<file path="src/rtl/lite16_pkg.sv">
// lite16 shared definitions: FSM states, instruction classes, IR field positions.
// Used by alu_sequencer and lite16_decode.
package lite16_pkg;

    typedef logic [2:0] state_t;

    localparam state_t ST_IDLE   = 3'd0;
    localparam state_t ST_FETCH  = 3'd1;
    localparam state_t ST_DECODE = 3'd2;
    localparam state_t ST_EXEC   = 3'd3;
    localparam state_t ST_HALT   = 3'd4;

    localparam logic [1:0] CLS_R    = 2'b00;
    localparam logic [1:0] CLS_RI   = 2'b01;
    localparam logic [1:0] CLS_JMP  = 2'b10;
    localparam logic [1:0] CLS_HALT = 2'b11;

    localparam int CLS_HI = 15;
    localparam int CLS_LO = 14;
    localparam int OP_HI  = 13;
    localparam int OP_LO  = 11;
    localparam int RD_HI  = 10;
    localparam int RD_LO  = 8;
    localparam int RS1_HI = 7;
    localparam int RS1_LO = 5;
    localparam int RS2_HI = 4;
    localparam int RS2_LO = 2;

endpackage

</file>
<file path="src/rtl/lite16_decode.sv">
// lite16 instruction decoder: splits the IR into fields and class flags.
// Purely combinational; bits [1:0] are reserved.
module lite16_decode
    import lite16_pkg::*;
(
    input  logic [15:0] ir,
    output logic [2:0]  codeop,
    output logic [2:0]  rd,
    output logic [2:0]  rs1,
    output logic [2:0]  rs2,
    output logic        is_r,
    output logic        is_ri,
    output logic        is_jmp,
    output logic        is_halt
);

    logic [1:0] cls;
    logic       unused_rsvd;

    assign unused_rsvd = ^ir[1:0];

    // Field extraction and class flags
    always_comb begin
        cls     = ir[CLS_HI:CLS_LO];
        codeop  = ir[OP_HI:OP_LO];
        rd      = ir[RD_HI:RD_LO];
        rs1     = ir[RS1_HI:RS1_LO];
        rs2     = ir[RS2_HI:RS2_LO];
        is_r    = (cls == CLS_R);
        is_ri   = (cls == CLS_RI);
        is_jmp  = (cls == CLS_JMP);
        is_halt = (cls == CLS_HALT);
    end

endmodule

</file>
<file path="src/rtl/alu_sequencer.sv">
// lite16 sequencer: fetch/decode/exec FSM owning pc and IR.
// Optional retired-instruction counter under ALU_SEQ_RETIRE_CNT_EN.
module alu_sequencer
    import lite16_pkg::*;
(
    input  logic        clk,
    input  logic        rst_n,
    input  logic        start,
    output logic        imem_req,
    output logic [15:0] imem_addr,
    input  logic        imem_ack,
    input  logic [15:0] imem_data,
    output logic [2:0]  rf_ra,
    output logic [2:0]  rf_rb,
    output logic [2:0]  rf_wa,
    output logic        rf_we,
    output logic [2:0]  alu_codeop,
    output logic        alu_ri,
    output logic        alu_jmp,
    input  logic        alu_cmp,
    input  logic [15:0] br_target,
    output logic        busy,
    output logic        halted
`ifdef ALU_SEQ_RETIRE_CNT_EN
    ,
    output logic [15:0] retired
`endif
);

    state_t      state_q, state_d;
    logic [15:0] pc_q, pc_d;
    logic [15:0] ir_q, ir_d;

    logic [2:0] codeop, rd, rs1, rs2;
    logic       is_r, is_ri, is_jmp, is_halt;
    logic       in_fetch, in_dx, in_exec, idle_like, take_jmp;

    lite16_decode u_dec (
        .ir      (ir_q),
        .codeop  (codeop),
        .rd      (rd),
        .rs1     (rs1),
        .rs2     (rs2),
        .is_r    (is_r),
        .is_ri   (is_ri),
        .is_jmp  (is_jmp),
        .is_halt (is_halt)
    );

    assign in_fetch  = (state_q == ST_FETCH);
    assign in_exec   = (state_q == ST_EXEC);
    assign in_dx     = (state_q == ST_DECODE) || in_exec;
    assign idle_like = (state_q == ST_IDLE) || (state_q == ST_HALT);
    assign take_jmp  = is_jmp && alu_cmp;

    // Next-state, pc and IR update
    always_comb begin
        state_d = state_q;
        pc_d    = pc_q;
        ir_d    = ir_q;
        unique case (state_q)
            ST_IDLE, ST_HALT: begin
                if (start) begin
                    state_d = ST_FETCH;
                    pc_d    = '0;
                end
            end
            ST_FETCH: begin
                if (imem_ack) begin
                    ir_d    = imem_data;
                    state_d = ST_DECODE;
                end
            end
            ST_DECODE: begin
                if (is_halt) begin
                    state_d = ST_HALT;
                    pc_d    = pc_q + 16'd1;
                end else begin
                    state_d = ST_EXEC;
                end
            end
            ST_EXEC: begin
                state_d = ST_FETCH;
                pc_d    = take_jmp ? br_target : pc_q + 16'd1;
            end
            default: state_d = ST_IDLE;
        endcase
    end

    // Output decode from state and registered IR
    always_comb begin
        imem_req   = in_fetch;
        imem_addr  = in_fetch ? pc_q : 16'h0000;
        rf_ra      = in_dx ? rs1 : 3'd0;
        rf_rb      = in_dx ? rs2 : 3'd0;
        rf_wa      = in_dx ? rd : 3'd0;
        alu_codeop = in_dx ? codeop : 3'd0;
        alu_ri     = in_dx && is_ri;
        alu_jmp    = in_dx && is_jmp;
        rf_we      = in_exec &&
                     (is_r || is_ri || (take_jmp && (rd != 3'd0)));
        busy       = !idle_like;
        halted     = (state_q == ST_HALT);
    end

    // FSM, pc and IR registers
    always_ff @(posedge clk or negedge rst_n) begin
        if (!rst_n) begin
            state_q <= ST_IDLE;
            pc_q    <= '0;
            ir_q    <= '0;
        end else begin
            state_q <= state_d;
            pc_q    <= pc_d;
            ir_q    <= ir_d;
        end
    end

`ifdef ALU_SEQ_RETIRE_CNT_EN
    logic [15:0] retired_q, retired_d;

    // Retired count: cleared on accepted start, bumped per EXEC cycle
    always_comb begin
        retired_d = retired_q;
        if (idle_like && start) begin
            retired_d = '0;
        end else if (in_exec) begin
            retired_d = retired_q + 16'd1;
        end
    end

    // Retired counter register
    always_ff @(posedge clk or negedge rst_n) begin
        if (!rst_n) begin
            retired_q <= '0;
        end else begin
            retired_q <= retired_d;
        end
    end

    assign retired = retired_q;
`endif

endmodule

</file>
<file path="config.mk">
export PLATFORM = sky130hd
export DESIGN_NAME = alu_sequencer
export DESIGN_NICKNAME = d
export VERILOG_FILES = /design/src/rtl/lite16_pkg.sv /design/src/rtl/lite16_decode.sv /design/src/rtl/alu_sequencer.sv
export SDC_FILE = /design/constraint.sdc
export NUM_CORES = 1
export LEC_CHECK = 0
export BUFFER_PORTS_ARGS = -buffer_cell sky130_fd_sc_hd__buf_2
export CAP_MARGIN = 20
export CORE_MARGIN = 2
export CORE_UTILIZATION = 50
export DETAILED_ROUTE_END_ITERATION = 12
export PLACE_DENSITY = 0.78
export SKIP_LAST_GASP = 1
export SLEW_MARGIN = 0
export SYNTH_ARGS = -nofsm -noshare
export SYNTH_HDL_FRONTEND = slang
export SYNTH_SLANG_ARGS = --single-unit
</file>
<file path="constraint.sdc">
create_clock -name clk -period 2.15 [get_ports clk]
set_input_delay 0.43 -clock clk [delete_from_list [all_inputs] [get_ports clk]]
set_output_delay 0.43 -clock clk [all_outputs]
set_load 0.1 [all_outputs]
</file>
# Word level (Yosys, flattened, before mapping)
# Index checks and enable logic that the tools add are counted.
# classes
addsub,1
n_eq_ne,10
muxes,13
n_reduce_logical,18
# ops
op,n
2-to-1 mux 16 bit,4
one-hot mux 16 bit (3 select lines),1
2-to-1 mux 3 bit,7
adder 16 x 1 -> 16 bit (second input constant),1
one-hot mux 3 bit (4 select lines),1
equality test 3 x 2 -> 1 bit (second input constant),2
!= test 2 bit (second input constant),3
nonzero test 3 bit,2
logical AND 1 bit,5
equality test 2 bit (second input constant),2
logical OR 1 bit,4
AND reduction 2 bit,2
equality test 3 x 1 -> 1 bit (second input constant),1
equality test 3 bit (second input constant),1
zero test 3 bit,1
AND reduction 3 bit,1
equality test 2 x 1 -> 1 bit (second input constant),1
zero test 2 bit,1
OR reduction 2 bit,1
zero test 1 bit,1
# totals
register_bits,35
input_bits,37
output_inout_bits,34
word_cells,45

# Depth between registers and ports, before layout
# logic_depth
word_depth,5
ltp_mapped,8
ltp_nobuf,6

# Hierarchy
# From an unflattened synthesis, not the netlist that was laid out.
# unflattened
hier_cells,231
area_unflattened_um2,2204.6
# by_module_without_submodules
module,instances,cells_per_inst,area_each_um2,seq_area_each_um2
alu_sequencer,1,215,2088.3,875.8
lite16_decode,1,16,116.4,0.0

# Worst setup path after synthesis
# Ideal clock, no wire load.
# synth_timing
path_type,reg2out
start,reg state_q[2]
end,out alu_ri
t_arrival_ns,2.688
required_ns,1.720
setup_slack_ns,-0.968
stages_incl_launch_ff,3
n_path_buf,0
cell_sequence,dfrtp_1 nand2b_1 nor3_1
# synth_between
elab_chain_len,3
word_cells_on_any_way,4
cone_classes,eq/ne: 2; reduce/logical: 2
# synth_rtl
element,line,text
start: declaration,alu_sequencer.sv:30,"state_t state_q, state_d;"
start signal: assignment,alu_sequencer.sv:113,state_q <= state_d;
equality test 3 x 2 -> 1 bit (on tied branches),"alu_sequencer.sv:52, alu_sequencer.sv:51",
logical OR 1 bit *,alu_sequencer.sv:52,assign in_dx = (state_q == ST_DECODE) || in_exec;
logical AND 1 bit *,alu_sequencer.sv:98,alu_ri = in_dx && is_ri;
end: declaration,alu_sequencer.sv:18,"output logic alu_ri,"
# Mark *: on every way between the ends. The rest lies on a longest branch, timed or not.

# Final worst setup path
# layout_timing
start,reg ir_q[9]
end,out rf_we
# layout_between
elab_chain_len,4
# layout_rtl
element,line,text
start: declaration,alu_sequencer.sv:32,"logic [15:0] ir_q, ir_d;"
start signal: assignment,alu_sequencer.sv:115,ir_q <= ir_d;
nonzero test 3 bit,alu_sequencer.sv:101,(is_r || is_ri || (take_jmp && (rd != 3'd0)));
logical AND 1 bit,alu_sequencer.sv:101,
logical OR 1 bit,alu_sequencer.sv:101,
logical AND 1 bit,alu_sequencer.sv:100,rf_we = in_exec &&
end: declaration,alu_sequencer.sv:16,"output logic rf_we,"
# Every way passes these cells.

==> results.txt <==
* Site Rows: 23
- For this run, the number of Yosys warnings is 0.
- Outcome: complete, no violations
* Arrival time of data at the critical path endpoint: 1.63 ns
* Number of global-route vias before repair: 1805
* Maximum fanout along the worst path: 3
- TritonCTS built the clock tree.
- Worst rel slew slack: 49.30%
- Combinational logic is responsible for 65.1% of the overall power.
- Count of filler cells inserted in the layout: 262
* Share of the clock period used by the worst path after layout: 95.99%
- For this design the total switching power over the nets is 2.362 mW.
- In this run the worst hold path is classified as in2async.
* First-pass GRT wire length: 8086 um
- # setup viols final: 0
- In this run the tool buffered the top-level ports with 68 buffer cells.
- Max-cap violations in this run came to 0.
* Hold slack: 0.2098 ns
* Post-placement cell count: 339
* Avg Synthesized Cell Area: 8.847 um^2
* #FFs+latches synth: 33
- The clock network accounts for 10.4% of the total power.
- Areal power density over the cells: 1512 mW/mm^2
- The tree built by TritonCTS fans out to 33 sinks.
- Post-detailed-placement cell area: 0.002918 mm^2
* CTS Root Cell: sky130_fd_sc_hd__clkbuf_8
* Startpoint of the lowest-slack register-to-register path: ir_q[15]$_DFFE_PN0P_
- The initial antenna violation count came to 0.
- # IOs: 71
* Maximum VDD drop: 1.092 mV
- For this block, the initial DRC count from the detailed router was 141.
- Final count of hold timing violations: 0
- The endpoint identified for the worst register-to-register timing path is pc_q[15]$_DFFE_PN0P_.
* Nets: 334
- Sequential cell area fraction in the yosys report: 41.12%
* Full die area: 0.004539 mm^2
- Gr ovfl total: 0
- Final core utilization: 76.26%
- Timing would allow up to 0.4846 GHz.
- GRT Util Overall: 23.54%
* Cell taking the most area after synthesis: sky130_fd_sc_hd__dfrtp_1
- For the pin with the worst max-slew slack, the measured transition is 0.7605 ns.
- Number of buffers on the longest clock path: 2
- RePlAce Congestion: 0.9019
- Clock latency on the worst-skew pair, taken at its later pin, is 0.28 ns.
- The smallest clock period supported by the final layout is computed as 2.064 ns.
- After technology mapping, the gate count stands at 227.
- Core area: 0.003943 mm^2
* Leakage power of the design: 1.304 nW
* Number of antenna diodes: 0
* DR pass1 iterations: 4
- Worst setup SP type: flop
* Post-synthesis compound-gate area fraction: 17.07%
- For the worst flop-to-flop path, the logic depth is 5.
* Post-DR vias/cell: 5.624
- Register-to-register setup slack: 0.32 ns
* Aggregate routed wire length: 4979 um
- The finished cells cover 0.003007 mm^2.
* Die Span Y: 67.38 um
* Number of enable-type register cells in the synthesized netlist: 0
* Int Power: 2.183 mW
* Distinct cell type count of the synthesized netlist: 44
* Die extent in x: 67.38 um
* Filler-free cell count of the finished design: 346
- The number of pins with negative max-slew slack in the final report was 0.
- Once the floorplan was initialized, standard cells occupied 50.94% of the core.
- Once detailed placement completed, the half-perimeter wirelength came to 3657 um.
- For this run, asynchronously set or reset flops after synthesis account for 100.0%.
- Total power for the finished layout comes to 4.545 mW.
- Startpoint of the most critical setup path: ir_q[9]$_DFFE_PN0P_
- Post-synthesis mux area share: 7.788%
* Worst EP required: 1.72 ns
* Largest net degree at the start of global routing: 34
* Adder-Cell Fraction of Synth Area: 0.6231%
- Of the cells placed in the final design, the portion with a size suffix greater than 1 is 41.22%.
* Sort of element at the end of the critical path: primary output
- Number of nets still failing antenna checks after routing: 0
- Sorting the synthesized cells by area gives the leading types as sky130_fd_sc_hd__dfrtp_1, sky130_fd_sc_hd__and2_1, sky130_fd_sc_hd__mux2_2, sky130_fd_sc_hd__o21ai_0, sky130_fd_sc_hd__a21oi_1.
- Largest family of logic cells by synthesized area: simple AND/OR/NAND/NOR gates
* Sw Share: 51.97%
- After detailed routing, the met3 layer carries 491 um of wire.
- Clock transition time at the flip-flop clock pins of the worst setup and hold paths: 0.07 ns
* Post-route met1 wirelength: 2012 um
* Wire length per cell after detailed routing: 14.39 um
- From synthesis to final layout, the design area changed by 49.72%.
- After detailed routing, the number of remaining DRC violations is 0.
- In this run, flip-flops and latches consume 24.5% of the power.
* Top cell type's share of synthesized area: 41.12%
- Clock skew on the completed layout was measured at 0.007313 ns.
- Synth Area in Simple Gates: 28.97%
- Setup repair after global routing left no endpoint under its margin.
* Crit path kind: reg2out
- Total via count in the routed design: 1946
* Total CTS buffers: 5
- The H-tree was split into 2 levels.
* Number of post-CTS setup repair buffers: 0
* Max layer used: met4
* Cell Area, Synth: 0.002008 mm^2
- Post-synthesis xor/xnor area fraction: 0.4361%
* Top_reg_cell synth: sky130_fd_sc_hd__dfrtp_1
* Post-Syn Nets: 265
- In the detailed route, the total length drawn on met2 is 2443 um.
cell type report:
class,instances,area [um^2],area share (%)
sequential,33,828.3,27.55
inverter,3,11.26,0.3745
clock buffer,7,86.33,2.871
multi-input combinational,178,1160,38.58
tap,50,62.56,2.081
timing repair buffer,75,858.3,28.55
cells by family after synthesis:
family,after synthesis
multiplexers,14
AND/OR/NAND/NOR,106
XOR/XNOR,1
flip-flops,33
adder cells (fa/ha/maj),1
buffers and inverters,16
AO/OA/AOI/OAI,56
cells in the mapped netlist, types with 2 or more instances:
library cell / n
sky130_fd_sc_hd__a211oi_1: 2
sky130_fd_sc_hd__a21oi_1: 15
sky130_fd_sc_hd__a22oi_1: 3
sky130_fd_sc_hd__a31oi_1: 3
sky130_fd_sc_hd__and2_1: 29
sky130_fd_sc_hd__and3_1: 5
sky130_fd_sc_hd__and4_1: 2
sky130_fd_sc_hd__buf_2: 7
sky130_fd_sc_hd__clkbuf_1: 4
sky130_fd_sc_hd__dfrtp_1: 33
sky130_fd_sc_hd__inv_1: 3
sky130_fd_sc_hd__mux2_2: 13
sky130_fd_sc_hd__nand2_1: 17
sky130_fd_sc_hd__nand2b_1: 3
sky130_fd_sc_hd__nand3_1: 9
sky130_fd_sc_hd__nand4_1: 2
sky130_fd_sc_hd__nor2_1: 18
sky130_fd_sc_hd__nor3_1: 7
sky130_fd_sc_hd__nor3b_1: 2
sky130_fd_sc_hd__nor4_1: 4
sky130_fd_sc_hd__o21ai_0: 22
sky130_fd_sc_hd__o2bb2ai_1: 2
placed cells by master, fill, tap and decap left out, types with 4 or more instances in the layout:
master and instances:
sky130_fd_sc_hd__nand2_1 17, sky130_fd_sc_hd__buf_2 37, sky130_fd_sc_hd__nor4_1 4, sky130_fd_sc_hd__clkbuf_8 6, sky130_fd_sc_hd__and3_1 5, sky130_fd_sc_hd__and2_1 11
sky130_fd_sc_hd__a21oi_1 14, sky130_fd_sc_hd__nand3_1 9, sky130_fd_sc_hd__nor3_1 6, sky130_fd_sc_hd__nor2_1 17, sky130_fd_sc_hd__buf_4 7, sky130_fd_sc_hd__o21ai_0 22
sky130_fd_sc_hd__dfrtp_1 31, sky130_fd_sc_hd__buf_12 31, sky130_fd_sc_hd__and2_4 9, sky130_fd_sc_hd__mux2_2 13, sky130_fd_sc_hd__and2_2 9
metal layers:
metal	vias to the layer above	track usage (%)
met4	0	8.163
met1	886	25.93
met2	102	42.57
met3	5	7.333
met5	-	0
li1	953	-
worst max-delay path by stage:
stage | end
final | rf_we
after global routing | imem_addr[3]
after CTS | rf_we
after detailed placement | ir_q[12]$_DFFE_PN0P_
after global placement | ir_q[7]$_DFFE_PN0P_
after floorplan | alu_ri
worst max-delay path: stages (launching register included):
cell and delay, ns:
sky130_fd_sc_hd__dfrtp_1 0.39, sky130_fd_sc_hd__o311ai_0 0.64, sky130_fd_sc_hd__a21oi_4 0.13, sky130_fd_sc_hd__buf_12 0.19
power by group through the flow:
stage / Combinational, mW / Clock (mW) / Sequential, mW
after floorplan: 2.12 / 0 / 0.995
after global placement: 2.91 / 0 / 1.10
after detailed placement: 2.96 / 0 / 1.12
after CTS: 2.97 / 0.478 / 1.11
after global routing: 3.11 / 0.498 / 1.15
final: 2.96 / 0.472 / 1.11
sequential cells by signal, summed over array words and instances (netlist names):
signal and cells:
ir_q 14, state_q 3, pc_q 16
metrics by stage:
step / setup slack [ns] / TNS, ns
floorplan: -0.1152 / -0.1152
global placement: 0.2998 / 0
detailed placement: 0.2554 / 0
CTS: 0.04047 / 0
global route: 0.01690 / 0
finish: 0.08629 / 0
repair_timing:
item                                    in CTS  in global routing
gates resized for setup                      1                  1
endpoints found under the setup margin       7                  1
hold buffers                                 0                  0
(Power assumes the default switching activity.)
